===== src/rtl/led7seg_pkg.sv =====
// Shared definitions for the multiplexed 7-segment driver: hex decode table,
// the all-segments-off pattern, and a width helper for counters/indices.
package led7seg_pkg;

  // Active-high pattern with every segment and dp dark.
  localparam logic [7:0] SEG_OFF = 8'h00;

  // Active-high a..g pattern for one hex nibble; bit 0 = a, bit 6 = g.
  function automatic logic [6:0] hex2seg(input logic [3:0] hex);
    logic [6:0] seg;
    case (hex)
      4'h0: seg = 7'h3F;
      4'h1: seg = 7'h06;
      4'h2: seg = 7'h5B;
      4'h3: seg = 7'h4F;
      4'h4: seg = 7'h66;
      4'h5: seg = 7'h6D;
      4'h6: seg = 7'h7D;
      4'h7: seg = 7'h07;
      4'h8: seg = 7'h7F;
      4'h9: seg = 7'h6F;
      4'hA: seg = 7'h77;
      4'hB: seg = 7'h7C;
      4'hC: seg = 7'h39;
      4'hD: seg = 7'h5E;
      4'hE: seg = 7'h79;
      default: seg = 7'h71;
    endcase
    return seg;
  endfunction

  // Bits needed to hold 0..n-1, never less than one.
  function automatic int clog2_min1(input int n);
    return (n <= 2) ? 1 : $clog2(n);
  endfunction

endpackage


===== src/rtl/led7seg_decoder.sv =====
// Combinational nibble/dp/blank/suppress -> 8-bit segment drive, zero latency.
// blank darkens everything; suppress darkens a..g but keeps dp.
module led7seg_decoder
  import led7seg_pkg::*;
#(
  parameter int ACTIVE_LOW = 1
) (
  input  logic [3:0] nibble,
  input  logic       dp,
  input  logic       blank,
  input  logic       suppress,
  output logic [7:0] led
);

  logic [7:0] lit;

  always_comb begin
    lit = SEG_OFF;
    if (!blank) begin
      lit = {dp, suppress ? 7'h00 : hex2seg(nibble)};
    end
    led = (ACTIVE_LOW != 0) ? ~lit : lit;
  end

endmodule


===== src/rtl/led7seg_scan.sv =====
// Time-multiplexed 7-seg scanner with frame-boundary double buffering; SA/LED lag idx by one clk.
// No backpressure: load is a strobe, last one before a boundary wins. LED7SEG_LZS_EN adds leading-zero suppression.
module led7seg_scan
  import led7seg_pkg::*;
#(
  parameter int NUM_DIGITS  = 4,
  parameter int REFRESH_DIV = 50000,
  parameter int ACTIVE_LOW  = 1
) (
  input  logic                    clk,
  input  logic                    rst_n,
  input  logic [4*NUM_DIGITS-1:0] digits,
  input  logic [NUM_DIGITS-1:0]   dp,
  input  logic [NUM_DIGITS-1:0]   blank,
  input  logic                    load,
  output logic [7:0]              LED,
  output logic [NUM_DIGITS-1:0]   SA,
  output logic                    frame_tick
);

  localparam int IW = clog2_min1(NUM_DIGITS);
  localparam int PW = clog2_min1(REFRESH_DIV);
  localparam logic [IW-1:0] IDX_LAST = IW'(NUM_DIGITS - 1);
  localparam logic [PW-1:0] PRE_LAST = PW'(REFRESH_DIV - 1);
  localparam logic [NUM_DIGITS-1:0] SA_OFF = (ACTIVE_LOW != 0) ? {NUM_DIGITS{1'b1}} : {NUM_DIGITS{1'b0}};
  localparam logic [7:0] LED_OFF = (ACTIVE_LOW != 0) ? ~SEG_OFF : SEG_OFF;

  logic [PW-1:0]           prescaler;
  logic [IW-1:0]           idx;
  logic                    tick;
  logic                    boundary;
  logic                    pending;
  logic [4*NUM_DIGITS-1:0] shadow_digits, active_digits;
  logic [NUM_DIGITS-1:0]   shadow_dp, active_dp;
  logic [NUM_DIGITS-1:0]   shadow_blank, active_blank;
  logic [3:0]              cur_nibble;
  logic                    suppress;
  logic [7:0]              led_next;
  logic [NUM_DIGITS-1:0]   sel_onehot;
  logic [NUM_DIGITS-1:0]   sa_next;

  assign tick     = (prescaler == PRE_LAST);
  assign boundary = tick && (idx == IDX_LAST);

  always_ff @(posedge clk or negedge rst_n) begin
    if (!rst_n) begin
      prescaler <= '0;
      idx       <= '0;
    end else if (tick) begin
      prescaler <= '0;
      idx       <= (idx == IDX_LAST) ? '0 : idx + 1'b1;
    end else begin
      prescaler <= prescaler + 1'b1;
    end
  end

  // A load landing on the boundary itself goes straight to active so it is not held a whole frame.
  always_ff @(posedge clk or negedge rst_n) begin
    if (!rst_n) begin
      pending       <= 1'b0;
      shadow_digits <= '0;
      shadow_dp     <= '0;
      shadow_blank  <= '1;
      active_digits <= '0;
      active_dp     <= '0;
      active_blank  <= '1;
    end else begin
      if (load) begin
        shadow_digits <= digits;
        shadow_dp     <= dp;
        shadow_blank  <= blank;
      end
      if (boundary) begin
        if (load) begin
          active_digits <= digits;
          active_dp     <= dp;
          active_blank  <= blank;
        end else if (pending) begin
          active_digits <= shadow_digits;
          active_dp     <= shadow_dp;
          active_blank  <= shadow_blank;
        end
        pending <= 1'b0;
      end else if (load) begin
        pending <= 1'b1;
      end
    end
  end

  assign cur_nibble = active_digits[4*int'(idx) +: 4];

`ifdef LED7SEG_LZS_EN
  logic [NUM_DIGITS-1:0] zero_above;

  // zero_above[i]: nibble i and every higher nibble are zero; digit 0 never qualifies.
  always_comb begin
    logic run;
    run        = 1'b1;
    zero_above = '0;
    for (int i = NUM_DIGITS - 1; i >= 1; i--) begin
      run           = run && (active_digits[4*i +: 4] == 4'h0);
      zero_above[i] = run;
    end
  end

  assign suppress = zero_above[idx];
`else
  assign suppress = 1'b0;
`endif

  led7seg_decoder #(
    .ACTIVE_LOW (ACTIVE_LOW)
  ) u_decoder (
    .nibble   (cur_nibble),
    .dp       (active_dp[idx]),
    .blank    (active_blank[idx]),
    .suppress (suppress),
    .led      (led_next)
  );

  assign sel_onehot = NUM_DIGITS'(1) << idx;
  assign sa_next    = (ACTIVE_LOW != 0) ? ~sel_onehot : sel_onehot;

  always_ff @(posedge clk or negedge rst_n) begin
    if (!rst_n) begin
      SA         <= SA_OFF;
      LED        <= LED_OFF;
      frame_tick <= 1'b0;
    end else begin
      SA         <= sa_next;
      LED        <= led_next;
      frame_tick <= boundary;
    end
  end

endmodule


===== config.mk =====
export PLATFORM = sky130hd
export DESIGN_NAME = led7seg_scan
export DESIGN_NICKNAME = d
export VERILOG_FILES = /design/src/rtl/led7seg_pkg.sv /design/src/rtl/led7seg_decoder.sv /design/src/rtl/led7seg_scan.sv
export SDC_FILE = /design/constraint.sdc
export NUM_CORES = 1
export LEC_CHECK = 0
export CAP_MARGIN = 20
export CELL_PAD_IN_SITES_DETAIL_PLACEMENT = 0
export CELL_PAD_IN_SITES_GLOBAL_PLACEMENT = 1
export CORE_AREA = 3 3 97 99
export DETAILED_ROUTE_END_ITERATION = 7
export DIE_AREA = 0 0 100 102
export PLACE_DENSITY_LB_ADDON = 0.1
export SYNTH_ARGS = -nofsm -noshare
export SYNTH_HDL_FRONTEND = slang
export SYNTH_SLANG_ARGS = --single-unit

===== constraint.sdc =====
create_clock -name clk -period 1.7 [get_ports clk]
set_input_delay 0.17 -clock clk [delete_from_list [all_inputs] [get_ports clk]]
set_output_delay 0.17 -clock clk [all_outputs]
set_load 0.05 [all_outputs]

Yosys cells after proc, flatten, opt, wreduce, memory -nomap -nowiden. Memories as Yosys holds them, arrays and structs flattened. Index checks and enable logic that the tools add are counted.

Word-level logic and storage cells: 41. Output and inout bits: 13. Bits in registers: 80. Memories kept: 1. Bits in read-only memories: 112. Input port bits: 27.

Shifts and indexed selects: 2. Equal/unequal tests: 2. Mux-type cells: 15. Reduce and logical (&&, ||, !) cells: 4. Order comparisons: 1. Add/subtract/negate cells: 2. Bitwise operators: 2.

Memories: (name not given) (depth 16, bits a word 7, read ports 1, clocked after memory_dff 0, write ports 0, RTL line led7seg_pkg.sv:11) `case (hex)`.

Operators with widths (number): two-way mux 16 bit (3); adder 16 x 1 -> 16 bit (second input constant) (1); equality test 16 bit (second input constant) (1); two-way mux 4 bit (4); variable part select 16 x 5 -> 4 bit (1); two-way mux 8 bit (1); NOT 8 bit (1); binary-select mux 1 bit (select 2 bit) (2); two-way mux 1 bit (4); NOT 4 bit (1); nonzero test 2 bit (2); << shifter 1 x 2 -> 4 bit (first input constant) (1); less-than comparator 2 x 3 -> 1 bit (second input constant) (1); adder 2 x 1 -> 2 bit (second input constant) (1); equality test 2 bit (second input constant) (1); two-way mux 2 bit (1); AND reduction 2 bit (1); logical AND 1 bit (1).

Longest topological paths before layout. Gate-level depths: netlist of the first run.

Word-level depth: 4. Mapped depth: 7. Gate-level depth less buffers: 6.

Cells and area by module. From an unflattened synthesis of the first run, not the netlist that was laid out.

Cells, all modules: 251. Area, all modules: 3503.4 um2.

By module, submodules not included: led7seg_scan (sequential area each 2026.9 um2, times used 1, cells each 213, area each 3214.3 um2); led7seg_decoder (sequential area each 0.0 um2, times used 1, cells each 38, area each 289.0 um2).

Worst setup path before layout of the first run. No wires, ideal clock.

Path type: register to register. From: register prescaler[0]. To: register active_digits[0]. Arrival time: 1.789 ns. Required time: 1.575 ns. Buffers on the path: 2. Setup time: 0.125 ns. Cell stages (with the launch flop): 8. Period minus slack after synthesis: 1.915 ns. Setup slack: -0.215 ns. Cells stage by stage: dfrtp_1 ha_1 and4_1 nand4_1 or3_1 buf_6 buf_12 mux2_4.

Cells in the longest elaborated chain, start to end: 3.

RTL lines: start, declared (RTL line led7seg_scan.sv:28) `logic [PW-1:0] prescaler;`; start signal, assigned (RTL line led7seg_scan.sv:53) `prescaler <= prescaler + 1'b1;`; equality test 16 bit (RTL line led7seg_scan.sv:42) `assign tick = (prescaler == PRE_LAST);`; logical AND 1 bit (RTL line led7seg_scan.sv:43) `assign boundary = tick && (idx == IDX_LAST);`; AND reduction 2 bit (no line); end signal, assigned (RTL line led7seg_scan.sv:75) `active_digits <= digits;`; end signal, assigned (RTL line led7seg_scan.sv:79) `active_digits <= shadow_digits;`; end, declared (RTL line led7seg_scan.sv:33) `logic [4*NUM_DIGITS-1:0] shadow_digits, active_digits;`.

No other way between the ends. A chain may end at the register's enable or synchronous reset.

Final worst setup path of the first run.
From: register prescaler[0]. To: register active_dp[3].

Cells in the longest elaborated chain, start to end: 3.

RTL lines: equality test 16 bit (RTL line led7seg_scan.sv:42); logical AND 1 bit (RTL line led7seg_scan.sv:43); AND reduction 2 bit (no line); end signal, assigned (RTL line led7seg_scan.sv:76) `active_dp <= dp;`; end signal, assigned (RTL line led7seg_scan.sv:80) `active_dp <= shadow_dp;`; end, declared (RTL line led7seg_scan.sv:34) `logic [NUM_DIGITS-1:0] shadow_dp, active_dp;`.

No other way between the ends.

==> results.yml, run 1 <==
routing:
  drtPass1Iterations: 4
  wire_per_inst_um: 15.0
  ant_nets: 0
  dr_total_vias: 2260
  avgViaCountPerCell: 4.89
  route.detailed.drc: 0
  wirelength_um: 6950
  drt_iter0_drc: 48
die:
  rows: 34
  core-area_um2: 8640
  start_util: 0.419
  boundaryPins: 40
  die_area_um2: 10200
  die_width_um: 100
  die_h_um: 102
synth:
  postSynthAreaPerCell_um2: 14.1
  synth_compound_area_frac: 0.0367
  synth_cells: 257
  yosysTopAreaCell: "dfrtp_1"
  synth_top_family_by_area: "multiplexers"
  yosysWarningCount: 0
  async_flop_share: 1.00
  ys.flop_type: "dfrtp_1"
  synth_fa_ha_area_frac: 0.0381
  synth_edf_count: 0
  ys_types: 39
  synthXorXnorAreaFrac: 0.0242
  synth_fp_nets: 295
  synthTopCellsByArea: "dfrtp_1 (42%), dfstp_2 (15%), mux2_4 (8.3%)"
  ys_ff_latch: 80
  yosys.area.top_type_share: 0.415
  seq_area_frac_synth: 0.561
  synthMuxAreaShare: 0.213
  syn_area_um2: 3610
  synthSimpleGateAreaFrac: 0.0928
cells_and_area:
  design_area_um2: 4930
  final_nets: 387
  syn2layout_area_growth_pct: 36.5
  drive_gt1_frac: 0.514
  n_fill_cell: 709
  n_antenna_cell: 0
power_and_ir_drop:
  pwr-share-seq: 0.490
  combinationalPowerShare: 0.105
  ir_worst_vdd_mv: 0.428
  p_int_w: 0.00323
  clkPwrFrac: 0.405
  swShare: 0.227
  p_total_w: 0.00418
  p_leak_nw: 2.24
  powerDensity_nw_per_um2: 846
  switching_power_w: 0.000948
cts:
  clock-root-buffer: "clkbuf_8"
  clk_latency_ns: 0.35
  numCtsBuffers: 9
  cts.sinks: 80
  cts_buffer_depth: 2
  clk_pin_slew_worst_paths_ns: 0.09
  htreeDepth: 3
  cts_tree: "built"
sta:
  tightest_slew_ns: 0.503
  finalSetupViolCount: 31
  rsz0062_at_grt: "true"
  maxSlewHeadroom: 0.664
  finalWorstSetupSlack_ns: -0.190
  finalCritPeriodShare: 1.11
  fin_crit_ns: 1.89
  fin_worst_skew_ns: 0.0124
  hold_viol: 0
  fmax_mhz: 529
  drv_slew: 0
global_route:
  antenna_found_initial: 0
  track_usage: 0.148
  grt_pass1_vias: 2358
  grt_start_max_net_pins: 41
  grt_pass1_wl_um: 11800
  overflow: 0
placement:
  placed_area_um2: 4430
  portBuffers: 39
  gp_congestion: 0.743
  dpl.hpwl_um: 4730
run_status:
  status: "complete, but fails checks"
  failed_checks: "setup timing"
job:
  cap_violations: 0
worst_setup_path:
  worstSetupPathType: "reg -> reg"
  slowest_delay_ns: 0.43
  worst_path_max_delay_cell: "or3_4"
  crit_path_max_fanout: 12
  cp_cell_sequence: "ha_2 -> and4_4 -> nand4_1 -> or3_4 -> buf_12 -> mux2_4"
  critPathRequiredTime_ns: 1.92
  cp-start-kind: "flip-flop"
  arrival_ns: 2.12
  endpoint_kind: "flip-flop"
worst_hold_path:
  min_path_type: "in -> async"
[per-stage QoR]
stage | cells | hold slack (ns) | TNS, ns | setup slack, ns | utilization
5_1_grt | 462 | 0.288 | -7.52 | -0.278 | 0.571
6_report | 462 | 0.279 | -4.89 | -0.190 | 0.571
3_5_place_dp | 433 | 0.116 | -5.57 | -0.219 | 0.513
3_3_place_gp | 433 | 0.113 | -5.19 | -0.201 | 0.513
4_1_cts | 459 | 0.277 | -5.43 | -0.209 | 0.565
2_1_floorplan | 257 | -0.126 | -4.10 | -0.192 | -
[kinds of logic after synthesis]
logic type	after synthesis
flops	80
mux	57
simple gates	57
buf+inv	22
compound gates	20
fa+ha+maj	11
xor+xnor	10
[metal layers]
layer,global-route usage,share of wire
met1,0.214,0.50
met2,0.224,0.45
met3,0.0273,0.037
met4,0.0560,0.015
met5,0,0
[final timing paths]
kind | cells after the start | slack, ns | start | endpoint
max | 6 | -0.19 | prescaler[0]$_DFF_PN0_ | active_dp[3]$_DFFE_PN0P_
min | 2 | 0.28 | rst_n | idx[1]$_DFFE_PN0N_
max reg2reg | 6 | -0.19 | prescaler[0]$_DFF_PN0_ | active_dp[3]$_DFFE_PN0P_
min reg2reg | 1 | 0.50 | shadow_digits[3]$_DFFE_PN0P_ | shadow_digits[3]$_DFFE_PN0P_
max in group asynchronous | 3 | 0.82 | rst_n | shadow_blank[1]$_DFFE_PN1P_
min in group clk | 2 | 0.45 | digits[9] | shadow_digits[9]$_DFFE_PN0P_
[flip-flops by register name, indices dropped and copies added (netlist names), 4 cells and up]
register / cells
LED: 8
SA: 4
active_blank: 4
active_digits: 16
active_dp: 4
prescaler: 16
shadow_blank: 4
shadow_digits: 16
shadow_dp: 4
[power groups by stage]
stage,registers [W],clock network [W],logic [W]
floorplan,0.00214,0,0.000167
global placement,0.00208,0,0.000401
detailed placement,0.00208,0,0.000402
CTS,0.00205,0.00175,0.000435
global route,0.00206,0.00184,0.000478
finish,0.00205,0.00169,0.000439
[Yosys cell counts, types with 2 or more instances]
| cell type | number |
|---|---|
| mux2_2 | 25 |
| xor2_1 | 4 |
| dfrtp_1 | 60 |
| o21ai_1 | 2 |
| buf_12 | 2 |
| ha_1 | 11 |
| xnor2_1 | 6 |
| mux2_4 | 20 |
| nand4_1 | 5 |
| inv_1 | 10 |
| nand3_1 | 5 |
| dfstp_2 | 20 |
| o21ai_0 | 3 |
| and4_1 | 6 |
| mux4_2 | 5 |
| nand2_1 | 11 |
| mux2i_1 | 3 |
| clkbuf_1 | 5 |
| mux2_1 | 4 |
| nor2_1 | 11 |
| nor3_1 | 3 |
| nor2b_1 | 9 |
| o221ai_1 | 3 |
| or3_1 | 3 |
| buf_2 | 2 |
| a21oi_1 | 5 |
| a211oi_1 | 2 |
[cell usage in the layout (no fill, tap or decap), types with 4 or more instances in the layout]
| cell type | count |
|---|---|
| inv_1 | 9 |
| ha_4 | 5 |
| ha_1 | 4 |
| dfstp_2 | 20 |
| and4_1 | 5 |
| clkbuf_8 | 9 |
| nor2b_1 | 6 |
| mux4_2 | 5 |
| buf_6 | 6 |
| nor2_1 | 10 |
| mux2_4 | 24 |
| nand4_1 | 5 |
| clkdlybuf4s50_1 | 25 |
| nand3_1 | 5 |
| dfrtp_1 | 59 |
| xnor2_1 | 6 |
| nand2_1 | 11 |
| xor2_1 | 4 |
| buf_4 | 53 |
| mux2_2 | 25 |
[repair_timing]
action                                  4_1_cts  5_1_grt
gates cloned                                  2        0
pin swaps                                     6        8
endpoints found under the hold margin        18        0
endpoints found under the setup margin       31       35
hold buffers                                  1        0
buffers inserted                              7        3
resized for setup                            24        8
[layout make-up]
class / instances / area (µm²) / area share
inverters: 12 / 52.6 / 0.0106
clock buffers: 10 / 128 / 0.0259
flip-flops and latches: 80 / 2030 / 0.411
repair buffers: 91 / 831 / 0.168
multi-input cells: 155 / 1650 / 0.333
clock inverters: 6 / 115 / 0.0233
well taps: 108 / 135 / 0.0274
[critical path: cells and delay by family (launching register included)]
kind                     cells  cell delay [ns]
AND/OR/NAND/NOR              3             0.75
flip-flops                   1             0.36
multiplexers                 1             0.30
adder cells (fa/ha/maj)      1             0.18
buffers and inverters        1             0.18
Power figures use the tool's default switching activity.
==> run 2: changes to the inputs <==
--- a/config.mk
+++ b/config.mk
@@ -5,12 +5,13 @@
 export SDC_FILE = /design/constraint.sdc
 export NUM_CORES = 1
 export LEC_CHECK = 0
+export ABC_AREA = 1
 export CAP_MARGIN = 20
 export CELL_PAD_IN_SITES_DETAIL_PLACEMENT = 0
 export CELL_PAD_IN_SITES_GLOBAL_PLACEMENT = 1
-export CORE_AREA = 3 3 97 99
+export CORE_AREA = 3 3 106 108
 export DETAILED_ROUTE_END_ITERATION = 7
-export DIE_AREA = 0 0 100 102
+export DIE_AREA = 0 0 109 111
 export PLACE_DENSITY_LB_ADDON = 0.1
 export SYNTH_ARGS = -nofsm -noshare
 export SYNTH_HDL_FRONTEND = slang
==> results.yml, run 2 <==
placement:
  dpl_worst_slack_ns: 0.0988
  placed_area_um2: 4480
  portBuffers: 39
  gp_congestion: 0.816
  placed_cells: 650
  dpl.hpwl_um: 6340
die:
  die_area_um2: 12100
  rows: 37
  die_width_um: 109
  core-area_um2: 10300
  start_util: 0.381
  boundaryPins: 40
  die_h_um: 111
global_route:
  grt_start_max_net_pins: 32
  grt_pass1_wl_um: 15000
  track_usage: 0.156
  grt_pass1_vias: 3162
  antenna_found_initial: 0
  overflow: 0
cells_and_area:
  drive_gt1_frac: 0.167
  syn2layout_area_growth_pct: 20.8
  largestRegisters: "active_digits x16, prescaler x16, shadow_digits x16"
  final_nets: 567
  n_antenna_cell: 0
  fin_cells: 670
  multiInputGateArea_um2: 1610
  n_fill_cell: 1024
  design_area_um2: 4750
  layout_commonest_cell: "nand2_1"
  regArea_um2: 2030
  layout_common_cells: "nand2_1 (189), dfrtp_1 (59), nor2_1 (38)"
sta:
  finalSetupTns_ns: 0
  hold_viol: 0
  fmax_mhz: 613
  rsz0062_at_grt: "false"
  fin_worst_skew_ns: 0.0136
  fin_crit_ns: 1.63
  maxSlewHeadroom: 0.672
  drv_slew: 0
  finalWorstSetupSlack_ns: 0.0693
  finalCritPeriodShare: 0.959
  finalSetupViolCount: 0
  tightest_slew_ns: 0.490
worst_setup_path:
  crit_path_max_fanout: 1
  critPathRequiredTime_ns: 1.53
  critPathTopFamily: "buffers and inverters"
  worstRegToRegCells: 9
  critPathLaunch: "frame_tick$_DFF_PN0_"
  cp-endpoint: "frame_tick"
  cp-start-kind: "flip-flop"
  reg2reg_to: "LED[3]$_DFF_PN1_"
  worstSetupPathType: "reg -> out"
  crit_buf_inv: 1
  cp.depth: 1
  endpoint_kind: "output port"
  worstReg2RegStart: "idx[0]$_DFFE_PN0N_"
  cp_cell_sequence: "clkdlybuf4s50_1"
  arrival_ns: 1.46
  worst_path_max_delay_cell: "clkdlybuf4s50_1"
  r2r_slack_ns: 0.16
  slowest_delay_ns: 0.79
routing:
  route.detailed.drc: 0
  drtPass1Iterations: 4
  top_layer: "met4"
  avgViaCountPerCell: 4.63
  dr_total_vias: 3103
  wl_met1_um: 3890
  drt_iter0_drc: 146
  dr_wl_met2_um: 4270
  ant_nets: 0
  route.met3.wl_um: 330
  wire_per_inst_um: 12.9
  wirelength_um: 8620
synth:
  synth_cells: 474
  ys_types: 29
  seq_area_frac_synth: 0.516
  synth_edf_count: 0
  yosysWarningCount: 0
  syn_area_um2: 3930
  synthTopCellsByCount: "nand2_1 (191), dfrtp_1 (60), nor2_1 (38), inv_1 (35), nand3_1 (33)"
  postSynthAreaPerCell_um2: 8.29
  synthTopCellsByArea: "dfrtp_1 (38%), nand2_1 (18%), dfstp_2 (13%)"
  ys.flop_type: "dfrtp_1"
  async_flop_share: 1.00
  ys_ff_latch: 80
  yosysTopAreaCell: "dfrtp_1"
  synth_fp_nets: 512
  yosys.area.top_type_share: 0.382
  yosysMostFrequentCell: "nand2_1"
cts:
  cts_tree: "built"
  numCtsBuffers: 9
  clk_pin_slew_worst_paths_ns: 0.09
  clk_latency_ns: 0.35
  cts.sinks: 80
  clock-root-buffer: "clkbuf_8"
  htreeDepth: 3
  cts_buffer_depth: 2
power_and_ir_drop:
  p_leak_nw: 2.38
  ir_worst_vdd_mv: 0.425
  powerDensity_nw_per_um2: 787
job:
  cap_violations: 0
worst_hold_path:
  min_path_type: "in -> async"
run_status:
  status: "finished, final reports clean"
run 2: final cells by class:
class / instances / share of cell area
Clock inverter: 4 / 0.0163
Timing Repair Buffer: 63 / 0.122
Tap cell: 136 / 0.0358
Clock buffer: 12 / 0.0306
Sequential cell: 80 / 0.427
Multi-Input combinational cell: 337 / 0.338
Inverter: 38 / 0.0300
run 2: per-layer routing:
metal	vias up	track usage
met1	1422	0.201
li1	1613	-
met5	-	0
met3	13	0.0274
met4	0	0.0505
met2	55	0.262
run 2: how the worst min path moves through the flow:
stage | slack, ns | cells after the start | start | endpoint
final | 0.29 | 2 | rst_n | shadow_dp[0]$_DFFE_PN0P_
after global routing | 0.32 | 2 | rst_n | shadow_dp[0]$_DFFE_PN0P_
after CTS | 0.30 | 2 | rst_n | shadow_dp[0]$_DFFE_PN0P_
after detailed placement | 0.14 | 1 | rst_n | shadow_dp[0]$_DFFE_PN0P_
after global placement | 0.14 | 1 | rst_n | shadow_dp[0]$_DFFE_PN0P_
after floorplan | -0.13 | 0 | rst_n | active_digits[0]$_DFFE_PN0P_
run 2: cells by family (layout without fill, tap and decap cells):
kind of cell,Yosys count,count (layout),share of synthesized area
simple gates,304,304,0.336
compound gates,17,17,0.0245
xor+xnor,5,5,0.0111
fa+ha+maj,11,11,0.0350
buf+inv,57,117,0.0780
flops,80,80,0.516
run 2: through the flow:
stage          utilization  hold slack (ns)  power (W)
6_report             0.460            0.294    0.00374
3_3_place_gp         0.434            0.144    0.00221
5_1_grt              0.460            0.320    0.00390
2_1_floorplan            -           -0.126    0.00208
4_1_cts              0.457            0.304    0.00378
3_5_place_dp         0.434            0.143    0.00221
run 2: timing repair:
| item | in CTS | in global routing |
|---|---|---|
| endpoints found under the setup margin | 0 | 5 |
| hold buffers | 1 | 0 |
| endpoints found under the hold margin | 23 | 0 |
| setup buffers | 0 | 3 |
| gates resized for setup | 0 | 6 |
run 2: power breakdown:
part | total, W | switching [W] | internal (W)
sequential | 0.00197 | 0.0000127 | 0.00196
combinational | 0.000199 | 0.000109 | 0.0000898
clock | 0.00157 | 0.000692 | 0.000875
total | 0.00374 | 0.000814 | 0.00292
